**config.mk**
```make
export PLATFORM = sky130hd
export DESIGN_NAME = chunked_adder_unit
export DESIGN_NICKNAME = d
export VERILOG_FILES = /design/src/rtl/chunked_adder_unit.sv
export SDC_FILE = /design/constraint.sdc
export NUM_CORES = 1
export LEC_CHECK = 0
export CORE_ASPECT_RATIO = 1.75
export CORE_MARGIN = 2
export CORE_UTILIZATION = 58
export CTS_BUF_LIST = sky130_fd_sc_hd__clkbuf_4 sky130_fd_sc_hd__clkbuf_8
export DETAILED_ROUTE_END_ITERATION = 10
export HOLD_SLACK_MARGIN = 0.05
export PLACE_DENSITY = 0.85
export SYNTH_ARGS = -nofsm -noshare
export SYNTH_HDL_FRONTEND = slang
export SYNTH_SLANG_ARGS = --single-unit
```
**constraint.sdc**
```tcl
create_clock -name Clk -period 4.75 [get_ports Clk]
set_clock_uncertainty 0.05 [all_clocks]
set_input_delay 1.1875 -clock Clk [delete_from_list [all_inputs] [get_ports Clk]]
set_output_delay 1.1875 -clock Clk [all_outputs]
set_load 0.01 [all_outputs]
```
**src/rtl/chunked_adder_unit.sv**
```systemverilog
// chunked_adder_unit: multi-cycle adder, DIGIT bits per clock, optional subtract via CHUNKED_ADDER_SUB_EN
module chunked_adder_unit #(
    parameter int WIDTH = 16,
    parameter int DIGIT = 4
) (
    input  logic             Clk,
    input  logic             Reset,
    input  logic             LoadB,
    input  logic             Run,
    input  logic             Accum,
`ifdef CHUNKED_ADDER_SUB_EN
    input  logic             Sub,
`endif
    input  logic [WIDTH-1:0] SW,
    output logic [WIDTH-1:0] Sum,
    output logic             CO,
    output logic             Overflow,
    output logic             Busy,
    output logic             Done
);
    localparam int N  = WIDTH / DIGIT;
    localparam int CW = (N > 1) ? $clog2(N) : 1;

    if (WIDTH % DIGIT != 0) begin : g_bad_digit
        $error("WIDTH must be a multiple of DIGIT");
    end

    typedef enum logic [1:0] {IDLE, CALC, DONE} state_t;

    state_t           state, next;
    logic [WIDTH-1:0] b, op_a, op_b, partial, merged;
    logic             carry, sub, start, last;
    logic [CW-1:0]    cnt;
    logic [DIGIT:0]   add;

`ifdef CHUNKED_ADDER_SUB_EN
    assign sub = Sub;
`else
    assign sub = 1'b0;
`endif

    assign start = Run && !LoadB;
    assign last  = cnt == CW'(N - 1);
    assign add   = {1'b0, op_a[cnt*DIGIT +: DIGIT]} + {1'b0, op_b[cnt*DIGIT +: DIGIT]} + {{DIGIT{1'b0}}, carry};
    assign Busy  = state == CALC;
    assign Done  = state == DONE;

    // partial result with the current chunk written in, so the last chunk can go straight to Sum
    always_comb begin
        merged = partial;
        merged[cnt*DIGIT +: DIGIT] = add[DIGIT-1:0];
    end

    // next-state logic
    always_comb begin
        next = state;
        next = (state == IDLE && start) ? CALC :
               (state == CALC && last)  ? DONE :
               (state == DONE)          ? IDLE : state;
    end

    // state register
    always_ff @(posedge Clk or posedge Reset) begin
        if (Reset) state <= IDLE;
        else       state <= next;
    end

    // datapath: operand capture, chunk adds, and result update on the final chunk
    always_ff @(posedge Clk or posedge Reset) begin
        if (Reset) begin
            b        <= '0;
            op_a     <= '0;
            op_b     <= '0;
            partial  <= '0;
            carry    <= 1'b0;
            cnt      <= '0;
            Sum      <= '0;
            CO       <= 1'b0;
            Overflow <= 1'b0;
        end else if (state == IDLE) begin
            if (LoadB) b <= SW;
            else if (Run) begin
                op_a  <= Accum ? Sum : SW;
                op_b  <= sub ? ~b : b;
                carry <= sub;
                cnt   <= '0;
            end
        end else if (state == CALC) begin
            partial <= merged;
            carry   <= add[DIGIT];
            cnt     <= cnt + 1'b1;
            if (last) begin
                Sum      <= merged;
                CO       <= add[DIGIT];
                Overflow <= (op_a[WIDTH-1] == op_b[WIDTH-1]) && (add[DIGIT-1] != op_a[WIDTH-1]);
            end
        end
    end
endmodule

```
; ---- Word-level counts from Yosys, hierarchy flattened
; Index checks and enable logic that the tools add are counted.
[op_classes]
n_addsub = 4
eq_ne = 7
n_shift = 4
mux = 13
bitwise = 2
n_reduce_logical = 13
[ops]
columns = cell, count
row1 = $neg 4->34, 1
row2 = $shift 4x34->16 const A, 1
row3 = $shiftx 4x34->16, 1
row4 = $shiftx 16x5->4, 2
row5 = $bwmux 16, 1
row6 = $mux 16, 1
row7 = $mux 2, 7
row8 = $reduce_and 3->1, 3
row9 = $add 4x4->5, 1
row10 = $add 5x1->5, 1
row11 = $eq 2x2->1 const B, 2
row12 = $logic_and 1x1->1, 4
row13 = $mux 1, 4
row14 = $ne 2x2->1 const B, 2
row15 = $reduce_and 2->1, 2
row16 = $reduce_bool 3->1, 1
row17 = $add 2x1->2 const B, 1
row18 = $eq 2x1->1 const B, 1
row19 = $logic_not 2->1, 1
row20 = $not 1->1, 2
row21 = $reduce_bool 2->1, 1
row22 = $eq 1x1->1, 1
row23 = $logic_not 1->1, 1
row24 = $ne 1x1->1, 1
[totals]
register_bits = 87
input_bits = 21
output_inout_bits = 20
wordCells = 53

; ---- Longest topological paths before layout
; Gate-level depths: netlist of run 1.
[logic_depth]
ltp_word = 5
depth_mapped = 7
ltp_nobuf = 6

; ---- Worst setup path after synthesis of run 1
; No wires, ideal clock.
[synth_path]
path_type = register to register
startpoint = register cnt[0]
endpoint = register Sum[2]
setup_ns = 0.083
arrival_ns = 2.607
required_ns = 4.617
slack_ns = 2.010
stages_incl_launch_ff = 8
n_path_buf = 1
synth_period_minus_slack_ns = 2.740
cell_sequence = dfrtp_1 > buf_4 > mux4_2 > fa_1 > fa_1 > xor2_1 > a21oi_1 > o21ai_0
[synth_via]
elab_chain_cells = 5
word_cells_on_any_way = 10
cone_classes = add/sub (3) / eq/ne (1) / shift (4) / mux (1) / reduce/logical (1)
[synth_rtl]
columns = element, line
row1 = "start, declared", 33  ; logic [CW-1:0] cnt;
row2 = "start signal, assigned", 91  ; cnt <= cnt + 1'b1;
row3 = $shiftx 16x5->4, 44  ; assign add = {1'b0, op_a[cnt*DIGIT +: DIGIT]} + {1'b0, op_b[cnt*DIGIT +: DIGIT]} + {{DIGIT{1'b0}}, carry};
row4 = $add 4x4->5, 44
row5 = $add 5x1->5, 44
row6 = $shiftx 4x34->16, 51  ; merged[cnt*DIGIT +: DIGIT] = add[DIGIT-1:0];
row7 = $bwmux 16, 51
row8 = "end signal, assigned", 93  ; Sum <= merged;
row9 = "end, declared", 15  ; output logic [WIDTH-1:0] Sum,
; Several ways; a longest one is shown, not always the timed one.
; A chain may end at the register's enable or synchronous reset.

; ---- Final worst setup path of run 1
; Ends and elaborated chain as after synthesis.

==> results of run 1 <==
==> state kept, by name, indices dropped and copies added (netlist names) <==
register	count
b	16
cnt	2
Sum	16
CO	1
state	2
Overflow	1
carry	1
op_b	16
partial	12
op_a	16
==> stage by stage <==
step / instances / area, um^2 / utilization [%] / power [mW]
2_1_floorplan: 306 / 3870 / - / 2.40
6_report: 429 / 4500 / 69.3 / 3.44
4_1_cts: 429 / 4500 / 69.3 / 3.44
5_1_grt: 429 / 4500 / 69.3 / 3.64
3_5_place_dp: 413 / 4300 / 66.2 / 2.93
3_3_place_gp: 413 / 4300 / 66.2 / 2.87
==> worst reg2reg max path, stage by stage, from the launching register on <==
cell	delay (ns)
dfrtp_1	0.84
mux4_2	0.62
fa_1	0.44
fa_1	0.42
xor2_1	0.45
a21oi_1	0.13
o21ai_0	0.15
==> logic make-up after synthesis <==
group,after synthesis
flops,83
buf+inv,23
fa+ha+maj,10
xor+xnor,2
simple gates,69
mux,56
compound gates,63
==> where the power goes <==
part,internal (mW),switching [mW]
Sequential,1.03,0.299
Combinational,0.750,0.849
Clock,0.260,0.250
Total,2.04,1.40
==> area by class of cell <==
type,instances,share of cell area (%)
Clock inverter,5,1.17
Inverter,6,0.529
Timing Repair Buffer,42,9.24
Clock buffer,11,3.23
Multi-Input combinational cell,200,37.4
Sequential cell,83,46.2
Tap cell,82,2.28
==> placed cells by master (no fill, tap or decap), types with 2 or more instances in the layout <==
cell | Yosys | final
o21ai_0 | 10 | 10
mux2_2 | 31 | 31
dfrtp_1 | 83 | 83
a22o_1 | 17 | 17
a31o_1 | 3 | 3
nor4_2 | 2 | 2
buf_4 | 2 | 2
nor2b_1 | 5 | 5
nand2_1 | 16 | 16
nor3_1 | 3 | 3
ha_1 | 8 | 8
and2_1 | 2 | 2
mux2i_1 | 16 | 16
mux4_2 | 8 | 8
clkbuf_8 | 0 | 10
nand2b_1 | 3 | 3
nor3b_4 | 1 | 2
clkdlybuf4s50_1 | 0 | 40
a21oi_1 | 21 | 21
a21o_1 | 3 | 3
a221oi_1 | 6 | 6
clkinv_2 | 0 | 4
nand3_1 | 2 | 2
inv_1 | 4 | 3
fa_1 | 2 | 2
nor2_1 | 28 | 28
inv_2 | 2 | 2
==> layer usage <==
layer,vias up,routed length (um)
met4,0,281
met1,1350,3280
met5,-,0
li1,1182,-
met3,16,321
met2,69,4830
==> path summary, 6_finish.rpt <==
kind / endpoint / cells past startpoint / slack, ns / start
setup / recovery: Sum[2] / 6 / 1.58 / cnt[0]
hold / removal: CO / 2 / 0.44 / CO
setup reg to reg: Sum[2] / 6 / 1.58 / cnt[0]
hold reg to reg: CO / 2 / 0.44 / CO
max in group asynchronous: Sum[10] / 3 / 2.48 / Reset
min in group asynchronous: b[0] / 2 / 1.21 / Reset
==> flow_metrics.py, run 1 <==
metrics = {
    "yosys": {
        "register_bit_count_reported_by_yosys": 83,
        "synth_xor_area_share_pct": 0.453,
        "netlist.area_leader.share_pct": 53.7,
        "synth_warnings": 0,
        "synthesis.area_per_instance_um2": 12.6,
        "synth_top_cells_by_count": "83 x dfrtp_1, 31 x mux2_2, 28 x nor2_1, 21 x a21oi_1, 17 x a22o_1",
        "post_synth_fa_ha_maj_area_fraction_pct": 3.62,
        "synthDistinctLibCells": 40,
        "yosys-top-cells-area": "dfrtp_1 54%, mux2_2 9.0%, mux4_2 4.7%",
        "synthArstFlopShare_pct": 100,
        "post_synth_and_or_nand_nor_area_fraction_pct": 9.99,
        "mappedNetlistNets": 337,
        "synth_seq_area_share_pct": 53.7,
        "synth-edff-count": 0,
        "synth_compound_area_share_pct": 11.1,
        "main_combinational_cell_family_by_area_after_synthesis": "multiplexers",
        "post-synth-top-count-cell": "dfrtp_1",
        "synthMuxAreaShare_pct": 18.1,
        "syn_inst": 306,
        "syn-cell-area_um2": 3870,
        "synth_flop_cell": "dfrtp_1",
        "synth_area_leader_cell": "dfrtp_1",
    },
    "placement": {
        "dp_hpwl_um": 6070,
        "place_congestion": 0.826,
        "place_worst_setup_slack_ns": 1.57,
        "place.port_buffers": 40,
    },
    "cells_and_area": {
        "fill_cells": 470,
        "diodes": 0,
        "register_area_um2": 2080,
        "nNetsFinal": 373,
        "drive_above_1_share_pct": 19.6,
        "area_growth_syn_to_layout_pct": 16.2,
        "area_of_combinational_cells_with_multiple_inputs_um2": 1680,
    },
    "floorplan": {
        "die_height_um": 112,
        "ios": 41,
        "die-area_um2": 7360,
        "chipWidth_um": 65.7,
        "core_region_area_um2": 6490,
        "initial_core_utilization_pct": 59.6,
        "rows": 39,
    },
    "grt": {
        "use_met1_pct": 30.8,
        "first_global_vias": 2718,
        "grt_pass1_wl_um": 14100,
        "grt_max_degree": 50,
        "global_route.overflow_total": 0,
        "track_usage_pct": 26.4,
        "global_route.peak_usage_layer": "met2",
        "grt_antenna_before_repair": 0,
        "grtUsageMet2_pct": 45.9,
        "grt.met3_usage_pct": 4.51,
    },
    "timing": {
        "setup_repair_after_global_routing_missed_its_margin": "false",
        "final_hold_viol_count": 0,
        "setup_failing_eps_final": 0,
        "period_share_pct": 66.7,
        "maxClockFrequency_mhz": 316,
        "maxSlewViolCount": 0,
        "tns_ns": 0,
        "hold_slack_ns": 0.439,
        "finalCriticalPeriod_ns": 3.17,
        "max_slew_margin_pct": 21.2,
        "worst_pin_slew_ns": 1.18,
        "setup_slack_ns": 1.58,
    },
    "critical_path": {
        "crit_family": "adder cells",
        "timing_worst_setup_path_type": "reg2reg",
        "worst_ep_arrival_time_ns": 3.41,
        "timing.critical_path.to_type": "flip-flop",
        "critPathMaxStageDelay_ns": 0.84,
        "cp_data_required_time_ns": 4.99,
        "start_kind": "flip-flop",
        "cp_num_buf_inv": 0,
        "crit_chain": "mux4_2 -> fa_1 -> fa_1 -> xor2_1 -> a21oi_1 -> o21ai_0",
        "crit_path_frequent_cell": "fa_1",
        "critPathSlowestCell": "dfrtp_1",
        "crit_path_max_fanout": 16,
    },
    "route": {
        "totalWireLength_um": 8720,
        "num_vias": 2617,
        "via_per_inst": 6.10,
        "post_detailed_route_drc_marker_count": 0,
        "wire_per_inst_um": 20.3,
        "drtAntennaViolNets": 0,
        "drt-pass1-iter-count": 4,
        "first_iter_violations": 209,
    },
    "clocking": {
        "clk_pin_slew_worst_paths_ns": 0.08,
        "cts_tree": "yes",
        "clock_insertion_delay_worst_skew_ns": 0.37,
        "cts_htree_levels": 3,
        "cts_post_setup_buffers_inserted": 0,
        "clock_sink_count": 83,
        "cts.path.max_buffers": 2,
        "cts_root_buffer": "clkbuf_8",
        "cts_buffers": 9,
        "post_cts.resized_instances": 0,
        "cts_hold_repair.buffers": 0,
    },
    "power_and_ir_drop": {
        "power_leakage_nw": 1.94,
        "p_per_area_nw_per_um2": 765,
        "power.ir.vdd_worst_uv": 569,
    },
    "min_path": {
        "hold_path.class": "reg2reg",
    },
    "outcome": {
        "run_status": "finished clean",
    },
    "job": {
        "cap_violations": 0,
    },
}
(Power assumes the default switching activity.)
==> run 2, diff against run 1 <==
CORE_UTILIZATION = 53   (was 58)
PLACE_DENSITY = 0.82   (was 0.85)
clock period = 2.9 ns   (was 4.75 ns; I/O delays follow)
==> flow_metrics.py, run 2 (synthesis gave the netlist of run 1 again) <==
metrics = {
    "critical_path": {
        "crit_path_max_fanout": 7,
        "timing.critical_path.to_type": "flip-flop",
        "crit_start": "cnt[0]",
        "worst_ep_arrival_time_ns": 2.96,
        "r2r_start": "cnt[0]",
        "timing_worst_setup_path_type": "reg2reg",
        "cp_data_required_time_ns": 3.14,
        "start_kind": "flip-flop",
    },
    "placement": {
        "dp_hpwl_um": 6210,
        "place_congestion": 0.848,
        "dpl-instance-area_um2": 4370,
        "place.port_buffers": 40,
    },
    "timing": {
        "tns_ns": 0,
        "final_hold_viol_count": 0,
        "setup_failing_eps_final": 0,
        "maxSlewViolCount": 0,
        "setup_repair_after_global_routing_missed_its_margin": "false",
        "max_slew_margin_pct": 52.8,
        "finalCriticalPeriod_ns": 2.72,
        "worst_pin_slew_ns": 0.703,
        "hold_slack_ns": 0.455,
        "period_share_pct": 93.7,
        "maxClockFrequency_mhz": 368,
    },
    "floorplan": {
        "initial_core_utilization_pct": 54.3,
        "ios": 41,
        "chipWidth_um": 68.6,
        "die-area_um2": 8030,
        "rows": 41,
        "die_height_um": 117,
        "core_region_area_um2": 7130,
    },
    "clocking": {
        "cts_htree_levels": 3,
        "cts_tree": "yes",
        "clock_insertion_delay_worst_skew_ns": 0.35,
        "cts_root_buffer": "clkbuf_8",
        "cts.path.max_buffers": 2,
        "clk_pin_slew_worst_paths_ns": 0.08,
        "cts_buffers": 9,
        "cts_post_setup_buffers_inserted": 0,
        "cts_hold_repair.buffers": 0,
        "clock_sink_count": 83,
        "post_cts.resized_instances": 0,
    },
    "grt": {
        "track_usage_pct": 24.4,
        "grt_pass1_wl_um": 14000,
        "grt_max_degree": 84,
        "global_route.overflow_total": 0,
        "grt_antenna_before_repair": 0,
        "first_global_vias": 2737,
    },
    "route": {
        "num_vias": 2610,
        "wire_per_inst_um": 19.8,
        "drtAntennaViolNets": 0,
        "post_detailed_route_drc_marker_count": 0,
        "totalWireLength_um": 8680,
        "first_iter_violations": 195,
        "via_per_inst": 5.96,
        "drt-pass1-iter-count": 4,
    },
    "power_and_ir_drop": {
        "p_per_area_nw_per_um2": 1270,
        "design_power_total_mw": 5.83,
        "power_frac_seq_pct": 36.7,
        "comb_power_share_pct": 47.5,
        "swShare_pct": 39.9,
        "power.internal_mw": 3.51,
        "power_leakage_nw": 1.99,
        "share_clk_of_total_power_pct": 15.9,
        "netsw_mw": 2.33,
        "power.ir.vdd_worst_uv": 1020,
    },
    "cells_and_area": {
        "area_of_combinational_cells_with_multiple_inputs_um2": 1690,
        "mostFrequentLayoutCells": "83 x dfrtp_1, 40 x clkdlybuf4s50_1, 31 x mux2_2, 28 x nor2_1, 21 x a21oi_1",
        "final_design_area_no_fill_um2": 4600,
        "register_area_um2": 2080,
        "diodes": 0,
        "final_common_cell": "dfrtp_1",
        "fill_cells": 548,
        "area_growth_syn_to_layout_pct": 19.0,
        "nNetsFinal": 378,
        "drive_above_1_share_pct": 21.0,
    },
    "outcome": {
        "run_status": "finished clean",
    },
    "job": {
        "cap_violations": 0,
    },
    "min_path": {
        "holdCritStartpoint": "b[5]",
        "hold_path.class": "reg2reg",
    },
}
==> run 2: cell count changes in the layout (fill, tap and decap cells not counted) <==
cell	before	now
clkbuf_4	1	2
bufinv_16	1	2
xor2_1	1	0
clkinv_4	0	1
xor2_2	0	1
clkinv_2	4	1
buf_4	2	5
buf_12	0	2
==> run 2: path summary, 6_finish.rpt <==
| check | slack (ns) | cells past startpoint | endpoint |
|---|---|---|---|
| worst max register to register | 0.18 | 7 | partial[7] |
| max in group asynchronous | 1.65 | 3 | op_b[6] |
| min in group asynchronous | 0.77 | 3 | b[2] |
| worst max-delay path | 0.18 | 7 | partial[7] |
| worst min register to register | 0.46 | 1 | op_b[5] |
| worst min-delay path | 0.46 | 1 | op_b[5] |
==> run 2: area by class of cell <==
| class | instances | area share (%) |
|---|---|---|
| multi-input cells | 200 | 36.7 |
| repair buffers | 47 | 10.4 |
| inverters | 6 | 0.571 |
| clock buffers | 12 | 3.32 |
| well taps | 86 | 2.34 |
| clock inverters | 4 | 1.60 |
| flip-flops and latches | 83 | 45.1 |
==> run 2: metrics by stage <==
| stage | cells | setup slack, ns | util (%) |
|---|---|---|---|
| final | 438 | 0.183 | 64.6 |
| after detailed placement | 422 | 0.0992 | 61.3 |
| after global routing | 438 | 0.0708 | 64.6 |
| after CTS | 438 | 0.105 | 64.4 |
| after floorplan | 306 | 0.160 | - |
| after global placement | 422 | 0.201 | 61.3 |
==> run 2: power groups by stage <==
stage,clock network [mW],logic (mW),registers (mW)
after floorplan,0,1.94,1.99
after global placement,0,2.62,2.13
after detailed placement,0,2.72,2.15
after CTS,0.935,2.74,2.13
after global routing,0.984,3.01,2.19
final,0.925,2.77,2.14
==> run 2: routing by layer <==
| metal | global-route usage, % | vias up | wire length (um) |
|---|---|---|---|
| li1 | - | 1185 | - |
| met1 | 29.0 | 1334 | 3200 |
| met2 | 42.1 | 71 | 4970 |
| met3 | 4.02 | 20 | 269 |
| met4 | 11.5 | 0 | 231 |
| met5 | 0 | - | 0 |
==> run 2: critical path, stage by stage (launching register included) <==
cell	delay, ns
dfrtp_1	0.47
buf_4	0.19
mux4_2	0.55
ha_1	0.29
a21o_1	0.17
a21oi_1	0.30
xnor2_1	0.38
a22o_1	0.26
